$ cat src/rtl/id_ex_if.sv
// ID/EX stage bus: decoded ID-slot fields, EX/MEM feedback for forwarding,
// and the registered EX-side outputs of the pipeline register.
interface id_ex_if #(
  parameter int DATA_W = 16,
  parameter int REG_AW = 3,
  parameter int OP_W   = 13,
  parameter int CNT_W  = 16
);
  logic              flush;
  logic              stall_in;
  logic              id_valid;
  logic [REG_AW-1:0] id_rs1;
  logic [REG_AW-1:0] id_rs2;
  logic              id_rs1_used;
  logic              id_rs2_used;
  logic [REG_AW-1:0] id_rd;
  logic [DATA_W-1:0] id_rdata1;
  logic [DATA_W-1:0] id_rdata2;
  logic [DATA_W-1:0] id_imm;
  logic              id_use_imm;
  logic [3:0]        id_shamt;
  logic [OP_W-1:0]   id_alu_op;
  logic              id_reg_write;
  logic              id_mem_read;
  logic [DATA_W-1:0] ex_result;
  logic              mem_reg_write;
  logic [REG_AW-1:0] mem_rd;
  logic [DATA_W-1:0] mem_data;

  logic [DATA_W-1:0] ex_op1;
  logic [DATA_W-1:0] ex_op2;
  logic [3:0]        ex_shamt;
  logic [OP_W-1:0]   ex_alu_op;
  logic [REG_AW-1:0] ex_rd;
  logic              ex_reg_write;
  logic              ex_mem_read;
  logic              ex_valid;
  logic              id_stall;
  logic [CNT_W-1:0]  bubble_cnt;

  modport master (
    output flush, stall_in, id_valid, id_rs1, id_rs2, id_rs1_used, id_rs2_used,
           id_rd, id_rdata1, id_rdata2, id_imm, id_use_imm, id_shamt, id_alu_op,
           id_reg_write, id_mem_read, ex_result, mem_reg_write, mem_rd, mem_data,
    input  ex_op1, ex_op2, ex_shamt, ex_alu_op, ex_rd, ex_reg_write, ex_mem_read,
           ex_valid, id_stall, bubble_cnt
  );

  modport slave (
    input  flush, stall_in, id_valid, id_rs1, id_rs2, id_rs1_used, id_rs2_used,
           id_rd, id_rdata1, id_rdata2, id_imm, id_use_imm, id_shamt, id_alu_op,
           id_reg_write, id_mem_read, ex_result, mem_reg_write, mem_rd, mem_data,
    output ex_op1, ex_op2, ex_shamt, ex_alu_op, ex_rd, ex_reg_write, ex_mem_read,
           ex_valid, id_stall, bubble_cnt
  );
endinterface

$ cat src/rtl/id_ex_stage.sv
// ID/EX pipeline register with RAW hazard detection and bubble insertion.
// Define FWD_EN to add EX/MEM operand forwarding (only load-use then bubbles).
module id_ex_stage #(
  parameter int DATA_W  = 16,
  parameter int REG_AW  = 3,
  parameter int OP_W    = 13,
  parameter int NOP_BIT = 10,
  parameter int CNT_W   = 16
) (
  input logic    clk,
  input logic    rst,
  id_ex_if.slave bus
);

  localparam logic [OP_W-1:0] NOP_OP = OP_W'(1) << NOP_BIT;

  typedef struct packed {
    logic [DATA_W-1:0] op1;
    logic [DATA_W-1:0] op2;
    logic [3:0]        shamt;
    logic [OP_W-1:0]   alu_op;
    logic [REG_AW-1:0] rd;
    logic              reg_write;
    logic              mem_read;
    logic              valid;
  } ex_t;

  localparam ex_t BUBBLE = '{op1: '0, op2: '0, shamt: '0, alu_op: NOP_OP,
                             rd: '0, reg_write: 1'b0, mem_read: 1'b0, valid: 1'b0};

  ex_t              r_ex;
  logic [CNT_W-1:0] r_bubble_cnt;

  logic             w_m1_ex, w_m1_mem, w_m2_ex, w_m2_mem;
  logic             w_hazard;
  ex_t              w_load;

  // The instruction now in EX is whatever this register holds, so its
  // destination and write-enable are the EX-side match sources.
  always_comb begin
    // NOTE: every always_comb output gets a default first so no path infers a latch.
    w_load           = BUBBLE;
    w_m1_ex  = bus.id_valid & bus.id_rs1_used & (bus.id_rs1 == r_ex.rd)   & r_ex.reg_write;
    w_m2_ex  = bus.id_valid & bus.id_rs2_used & (bus.id_rs2 == r_ex.rd)   & r_ex.reg_write;
    w_m1_mem = bus.id_valid & bus.id_rs1_used & (bus.id_rs1 == bus.mem_rd) & bus.mem_reg_write;
    w_m2_mem = bus.id_valid & bus.id_rs2_used & (bus.id_rs2 == bus.mem_rd) & bus.mem_reg_write;

    w_load.shamt     = bus.id_shamt;
    w_load.alu_op    = bus.id_alu_op;
    w_load.rd        = bus.id_rd;
    w_load.reg_write = bus.id_reg_write;
    w_load.mem_read  = bus.id_mem_read;
    w_load.valid     = 1'b1;
`ifdef FWD_EN
    // Load data is not ready until MEM, so only an EX match on a load bubbles.
    w_hazard   = (w_m1_ex | w_m2_ex) & r_ex.mem_read;
    w_load.op1 = w_m1_ex  ? bus.ex_result :
                 w_m1_mem ? bus.mem_data  : bus.id_rdata1;
    w_load.op2 = bus.id_use_imm ? bus.id_imm    :
                 w_m2_ex        ? bus.ex_result :
                 w_m2_mem       ? bus.mem_data  : bus.id_rdata2;
`else
    w_hazard   = w_m1_ex | w_m2_ex | w_m1_mem | w_m2_mem;
    w_load.op1 = bus.id_rdata1;
    w_load.op2 = bus.id_use_imm ? bus.id_imm : bus.id_rdata2;
`endif
  end

  assign bus.id_stall = bus.stall_in | (w_hazard & ~bus.flush);

  // NOTE: sequential state uses non-blocking assignments so every register
  // samples the pre-edge values of its peers.
  always_ff @(posedge clk or posedge rst) begin
    if (rst) begin
      r_ex         <= BUBBLE;
      r_bubble_cnt <= '0;
    end else if (bus.flush) begin
      r_ex <= BUBBLE;
    end else if (!bus.stall_in) begin
      if (w_hazard || !bus.id_valid) begin
        r_ex <= BUBBLE;
        if (w_hazard && (r_bubble_cnt != '1))
          r_bubble_cnt <= r_bubble_cnt + CNT_W'(1);
      end else begin
        r_ex <= w_load;
      end
    end
  end

  assign bus.ex_op1       = r_ex.op1;
  assign bus.ex_op2       = r_ex.op2;
  assign bus.ex_shamt     = r_ex.shamt;
  assign bus.ex_alu_op    = r_ex.alu_op;
  assign bus.ex_rd        = r_ex.rd;
  assign bus.ex_reg_write = r_ex.reg_write;
  assign bus.ex_mem_read  = r_ex.mem_read;
  assign bus.ex_valid     = r_ex.valid;
  assign bus.bubble_cnt   = r_bubble_cnt;

endmodule

$ cat src/flat_wrapper.sv
// flat-port wrapper written by rule: the top's interface ports become plain ports
module id_ex_stage_flat 
#(
  parameter int DATA_W  = 16,
  parameter int REG_AW  = 3,
  parameter int OP_W    = 13,
  parameter int NOP_BIT = 10,
  parameter int CNT_W   = 16
)
  (clk, rst, bus_flush, bus_stall_in, bus_id_valid, bus_id_rs1, bus_id_rs2, bus_id_rs1_used, bus_id_rs2_used, bus_id_rd, bus_id_rdata1, bus_id_rdata2, bus_id_imm, bus_id_use_imm, bus_id_shamt, bus_id_alu_op, bus_id_reg_write, bus_id_mem_read, bus_ex_result, bus_mem_reg_write, bus_mem_rd, bus_mem_data, bus_ex_op1, bus_ex_op2, bus_ex_shamt, bus_ex_alu_op, bus_ex_rd, bus_ex_reg_write, bus_ex_mem_read, bus_ex_valid, bus_id_stall, bus_bubble_cnt);
  id_ex_if #(.DATA_W(DATA_W), .REG_AW(REG_AW), .OP_W(OP_W), .CNT_W(CNT_W)) bus_i ();
  input logic clk;
  input logic rst;
  input wire logic [$bits(bus_i.flush)-1:0] bus_flush;
  input wire logic [$bits(bus_i.stall_in)-1:0] bus_stall_in;
  input wire logic [$bits(bus_i.id_valid)-1:0] bus_id_valid;
  input wire logic [$bits(bus_i.id_rs1)-1:0] bus_id_rs1;
  input wire logic [$bits(bus_i.id_rs2)-1:0] bus_id_rs2;
  input wire logic [$bits(bus_i.id_rs1_used)-1:0] bus_id_rs1_used;
  input wire logic [$bits(bus_i.id_rs2_used)-1:0] bus_id_rs2_used;
  input wire logic [$bits(bus_i.id_rd)-1:0] bus_id_rd;
  input wire logic [$bits(bus_i.id_rdata1)-1:0] bus_id_rdata1;
  input wire logic [$bits(bus_i.id_rdata2)-1:0] bus_id_rdata2;
  input wire logic [$bits(bus_i.id_imm)-1:0] bus_id_imm;
  input wire logic [$bits(bus_i.id_use_imm)-1:0] bus_id_use_imm;
  input wire logic [$bits(bus_i.id_shamt)-1:0] bus_id_shamt;
  input wire logic [$bits(bus_i.id_alu_op)-1:0] bus_id_alu_op;
  input wire logic [$bits(bus_i.id_reg_write)-1:0] bus_id_reg_write;
  input wire logic [$bits(bus_i.id_mem_read)-1:0] bus_id_mem_read;
  input wire logic [$bits(bus_i.ex_result)-1:0] bus_ex_result;
  input wire logic [$bits(bus_i.mem_reg_write)-1:0] bus_mem_reg_write;
  input wire logic [$bits(bus_i.mem_rd)-1:0] bus_mem_rd;
  input wire logic [$bits(bus_i.mem_data)-1:0] bus_mem_data;
  output wire logic [$bits(bus_i.ex_op1)-1:0] bus_ex_op1;
  output wire logic [$bits(bus_i.ex_op2)-1:0] bus_ex_op2;
  output wire logic [$bits(bus_i.ex_shamt)-1:0] bus_ex_shamt;
  output wire logic [$bits(bus_i.ex_alu_op)-1:0] bus_ex_alu_op;
  output wire logic [$bits(bus_i.ex_rd)-1:0] bus_ex_rd;
  output wire logic [$bits(bus_i.ex_reg_write)-1:0] bus_ex_reg_write;
  output wire logic [$bits(bus_i.ex_mem_read)-1:0] bus_ex_mem_read;
  output wire logic [$bits(bus_i.ex_valid)-1:0] bus_ex_valid;
  output wire logic [$bits(bus_i.id_stall)-1:0] bus_id_stall;
  output wire logic [$bits(bus_i.bubble_cnt)-1:0] bus_bubble_cnt;
  assign bus_i.flush = bus_flush;
  assign bus_i.stall_in = bus_stall_in;
  assign bus_i.id_valid = bus_id_valid;
  assign bus_i.id_rs1 = bus_id_rs1;
  assign bus_i.id_rs2 = bus_id_rs2;
  assign bus_i.id_rs1_used = bus_id_rs1_used;
  assign bus_i.id_rs2_used = bus_id_rs2_used;
  assign bus_i.id_rd = bus_id_rd;
  assign bus_i.id_rdata1 = bus_id_rdata1;
  assign bus_i.id_rdata2 = bus_id_rdata2;
  assign bus_i.id_imm = bus_id_imm;
  assign bus_i.id_use_imm = bus_id_use_imm;
  assign bus_i.id_shamt = bus_id_shamt;
  assign bus_i.id_alu_op = bus_id_alu_op;
  assign bus_i.id_reg_write = bus_id_reg_write;
  assign bus_i.id_mem_read = bus_id_mem_read;
  assign bus_i.ex_result = bus_ex_result;
  assign bus_i.mem_reg_write = bus_mem_reg_write;
  assign bus_i.mem_rd = bus_mem_rd;
  assign bus_i.mem_data = bus_mem_data;
  assign bus_ex_op1 = bus_i.ex_op1;
  assign bus_ex_op2 = bus_i.ex_op2;
  assign bus_ex_shamt = bus_i.ex_shamt;
  assign bus_ex_alu_op = bus_i.ex_alu_op;
  assign bus_ex_rd = bus_i.ex_rd;
  assign bus_ex_reg_write = bus_i.ex_reg_write;
  assign bus_ex_mem_read = bus_i.ex_mem_read;
  assign bus_ex_valid = bus_i.ex_valid;
  assign bus_id_stall = bus_i.id_stall;
  assign bus_bubble_cnt = bus_i.bubble_cnt;
  id_ex_stage #(.DATA_W(DATA_W), .REG_AW(REG_AW), .OP_W(OP_W), .NOP_BIT(NOP_BIT), .CNT_W(CNT_W)) u_core (.clk(clk), .rst(rst), .bus(bus_i));
endmodule
$ cat config.mk
export PLATFORM = sky130hd
export DESIGN_NAME = id_ex_stage_flat
export DESIGN_NICKNAME = d
export VERILOG_FILES = /design/src/rtl/id_ex_if.sv /design/src/rtl/id_ex_stage.sv /design/src/flat_wrapper.sv
export SDC_FILE = /design/constraint.sdc
export NUM_CORES = 1
export LEC_CHECK = 0
export CORE_ASPECT_RATIO = 1.2
export CORE_MARGIN = 10
export CORE_UTILIZATION = 40
export DETAILED_ROUTE_END_ITERATION = 10
export PLACE_DENSITY = 0.95
export SYNTH_ARGS = -nofsm -noshare
export SYNTH_HDL_FRONTEND = slang
export SYNTH_SLANG_ARGS = --single-unit
export TNS_END_PERCENT = 100
$ cat constraint.sdc
create_clock -name clk -period 7.4 [get_ports clk]
set_input_delay 1.85 -clock clk [delete_from_list [all_inputs] [get_ports clk]]
set_output_delay 1.85 -clock clk [all_outputs]
set_load 0.01 [all_outputs]
==> flow_summary.ini <==
[outcome]
status = finished, final reports clean

[floorplanning]
start_util_pct = 40.5
coreArea_sq_um = 7620
die_area_sq_um = 11600
dieWidth_microns = 100
chipHeight_microns = 116
ios = 192
rows = 35

[sta]
relSlewSlack_pct = 20.7
worst_pin_slew_ns = 1.19
setup_slack_ns = 1.40
fin_skew_ns = 0.0150
finalSetupViolCount = 0
worst_hold_slack_ns = 0.468
finalHoldViolCount = 0
maxSlewViolCount = 0
fmax_mhz = 167
finalCritPeriodShare_pct = 81.1
rsz0062_at_grt = false
tns_ns = 0
period_minus_slack_ns = 6.00

[worst_setup_path]
worstSetupEndpointType = primary output
crit_type = input port to primary output
start_kind = input port
critPathMaxStageDelay_ns = 0.57
path_cells = clkdlybuf4s50_1, xor2_1, or4_1, a21boi_0, or2_2, a21o_1, clkdlybuf4s50_1
regToRegSetupSlack_ns = 5.12
required_ns = 5.55
cp_slowest_cell = or4_1
crit_top_cell = clkdlybuf4s50_1
crit_path_max_fanout = 2
arrival_ns = 4.15

[power_and_ir_drop]
p_clk_share_pct = 34.5
p_leak_uw = 0.00220
p_per_area_nw_per_um2 = 173
swShare_pct = 24.4
power_switching_uw = 209
total_power_uw = 857
seqPwrFrac_pct = 48.8
p_int_uw = 648
p_comb_share_pct = 16.8
ir_drop_mv = 0.0972

[routing]
ant_nets = 0
vias = 2635
drc = 0
drt_iter0_drc = 96
vias_per_cell = 5.13
drt_first_pass_iters = 4
route.detailed.wl_per_inst_microns = 18.5
drt_wl_total_microns = 9510

[layout]
stdcell_area_sq_um = 4950
syn2layout_area_growth_pct = 60.3
nets = 539
drive_gt1_share_pct = 6.87
seq_area_sq_um = 1780
final_cell_mix = 159 x clkdlybuf4s50_1, 70 x dfrtp_1, 37 x a22o_1, 27 x nand2_1, 21 x xor2_1
multi_input_area_sq_um = 1230
nFillCells = 589
antennaDiodeCount = 0
final_common_cell = clkdlybuf4s50_1

[logic_synthesis]
synthCells = 259
synth_compound_area_share_pct = 14.7
yosysSeqAreaShare_pct = 57.6
synth_area_leader_cell = dfrtp_1
yosys.area_share.simple_pct = 11.1
synth_top_area_share_pct = 56.7
synth-xor-area-share_pct = 7.66
syn_nets = 380
async_flop_share_pct = 100
yosysWarnings = 0
synth_top_family_by_area = compound AO/OA/AOI/OAI gates
synthAdderAreaFrac_pct = 0.405
synth_mux_area_share_pct = 5.67
ys_types = 31
syn_area_sq_um = 3090
synth_edf_count = 0
netlist_top_cells_area = dfrtp_1 57%, a22o_1 10%, xor2_1 6.0%
ys_ff_latch = 71
yosys_most_used_dff = dfrtp_1
syn_area_per_cell_sq_um = 11.9

[grt]
grt_pass1_vias = 2906
grt_max_degree = 72
overflow = 0
antenna_found_initial = 0
grt_pass1_wl_microns = 15100
grtUsageTotal_pct = 16.1

[clocking]
tritoncts = yes
path_clk_slew_ns = 0.07
cts_made_buffers = 9
clk-insertion-delay-late_ns = 0.33
postCtsHoldBufs = 0
htree_levels = 3
clockBufferDepth = 2
clkSinkCount = 71
root_buffer = clkbuf_8
postCtsSetupBuffers = 0
cts_resized = 0

[flow_run]
maxCapViolations = 0

[place]
portBuffers = 159
pre_cts_ws_ns = 1.40
place.gp.congestion = 0.725
dp_hpwl_microns = 7490
placed_area_sq_um = 4760

[hold_path]
hold_path_class = flip-flop to flip-flop
[per-layer routing]
metal  vias to the layer above  routed length (microns)  GRT usage (%)
met4                         0                      115           4.62
met2                       111                     4750           26.8
met3                        12                      971           7.81
li1                       1244                        -              -
met1                      1268                     3680           17.8
met5                         -                        0              0
[final timing paths]
check,start,end,depth (start not counted)
worst max-delay path,bus_id_rs2[2],bus_id_stall,7
worst min-delay path,u_core.bus.ex_alu_op[10],u_core.bus.ex_alu_op[10],2
worst max register to register,u_core.bus.ex_rd[2],u_core.bus.bubble_cnt[14],7
worst min register to register,u_core.bus.ex_alu_op[10],u_core.bus.ex_alu_op[10],2
max in group asynchronous,rst,u_core.bus.ex_op2[3],3
min in group asynchronous,rst,u_core.bus.ex_alu_op[9],3
[area by class of cell]
type / instances / share of cell area, %
flip-flops and latches: 71 / 35.9
clock inverters: 5 / 1.21
inverters: 7 / 0.531
multi-input cells: 167 / 24.8
clock buffers: 10 / 2.58
repair buffers: 162 / 32.6
well taps: 92 / 2.33
[Yosys cell counts (2+ instances only)]
| master | n |
|---|---|
| inv_1 | 7 |
| nor4_1 | 2 |
| o21ai_0 | 17 |
| a22o_1 | 37 |
| a211oi_1 | 2 |
| buf_2 | 2 |
| nor3_2 | 4 |
| nand4_1 | 4 |
| clkbuf_1 | 11 |
| xnor2_1 | 6 |
| xor2_1 | 21 |
| nand2_1 | 27 |
| a21boi_0 | 2 |
| nand3_1 | 5 |
| nor3_1 | 3 |
| dfrtp_1 | 70 |
| nor2_1 | 5 |
| mux2i_1 | 16 |
| or4_1 | 6 |
[flip-flops by register name, summed over array words and instances (netlist names)]
register and cells:
u_core.bus.ex_reg_write 1, u_core.bus.ex_alu_op 13, u_core.bus.bubble_cnt 16, u_core.bus.ex_op2 16
u_core.bus.ex_op1 16, u_core.bus.ex_rd 3, u_core.bus.ex_valid 1, u_core.bus.ex_mem_read 1
u_core.bus.ex_shamt 4
[worst max-delay path: cells and delay by family]
family | cells | cell delay (ns)
buffers and inverters | 2 | 1.00
and+or+nand+nor | 2 | 0.76
AOI/OAI and AO/OA | 2 | 0.36
xor gates and xnor gates | 1 | 0.18
[power by group through the flow]
stage	Combinational [uW]	Sequential (uW)	Clock (uW)
after floorplan	41.7	432	0
after global placement	142	424	0
after detailed placement	147	426	0
after CTS	147	418	305
after global routing	156	421	324
final	144	418	296
[kinds of logic (layout without fill, tap and decap cells)]
family	Yosys count	count (layout)
AO/OA/AOI/OAI	60	60
flip-flops	71	71
AND/OR/NAND/NOR	62	62
buffers and inverters	21	184
multiplexers	17	17
adder cells (fa/ha/maj)	1	1
XOR/XNOR	27	27
[metrics by stage]
stage | utilization (%) | cells
global route | 65.0 | 514
global placement | 62.5 | 499
floorplan | - | 259
CTS | 65.0 | 514
finish | 65.0 | 514
detailed placement | 62.5 | 499
Power figures use the tool's default switching activity.
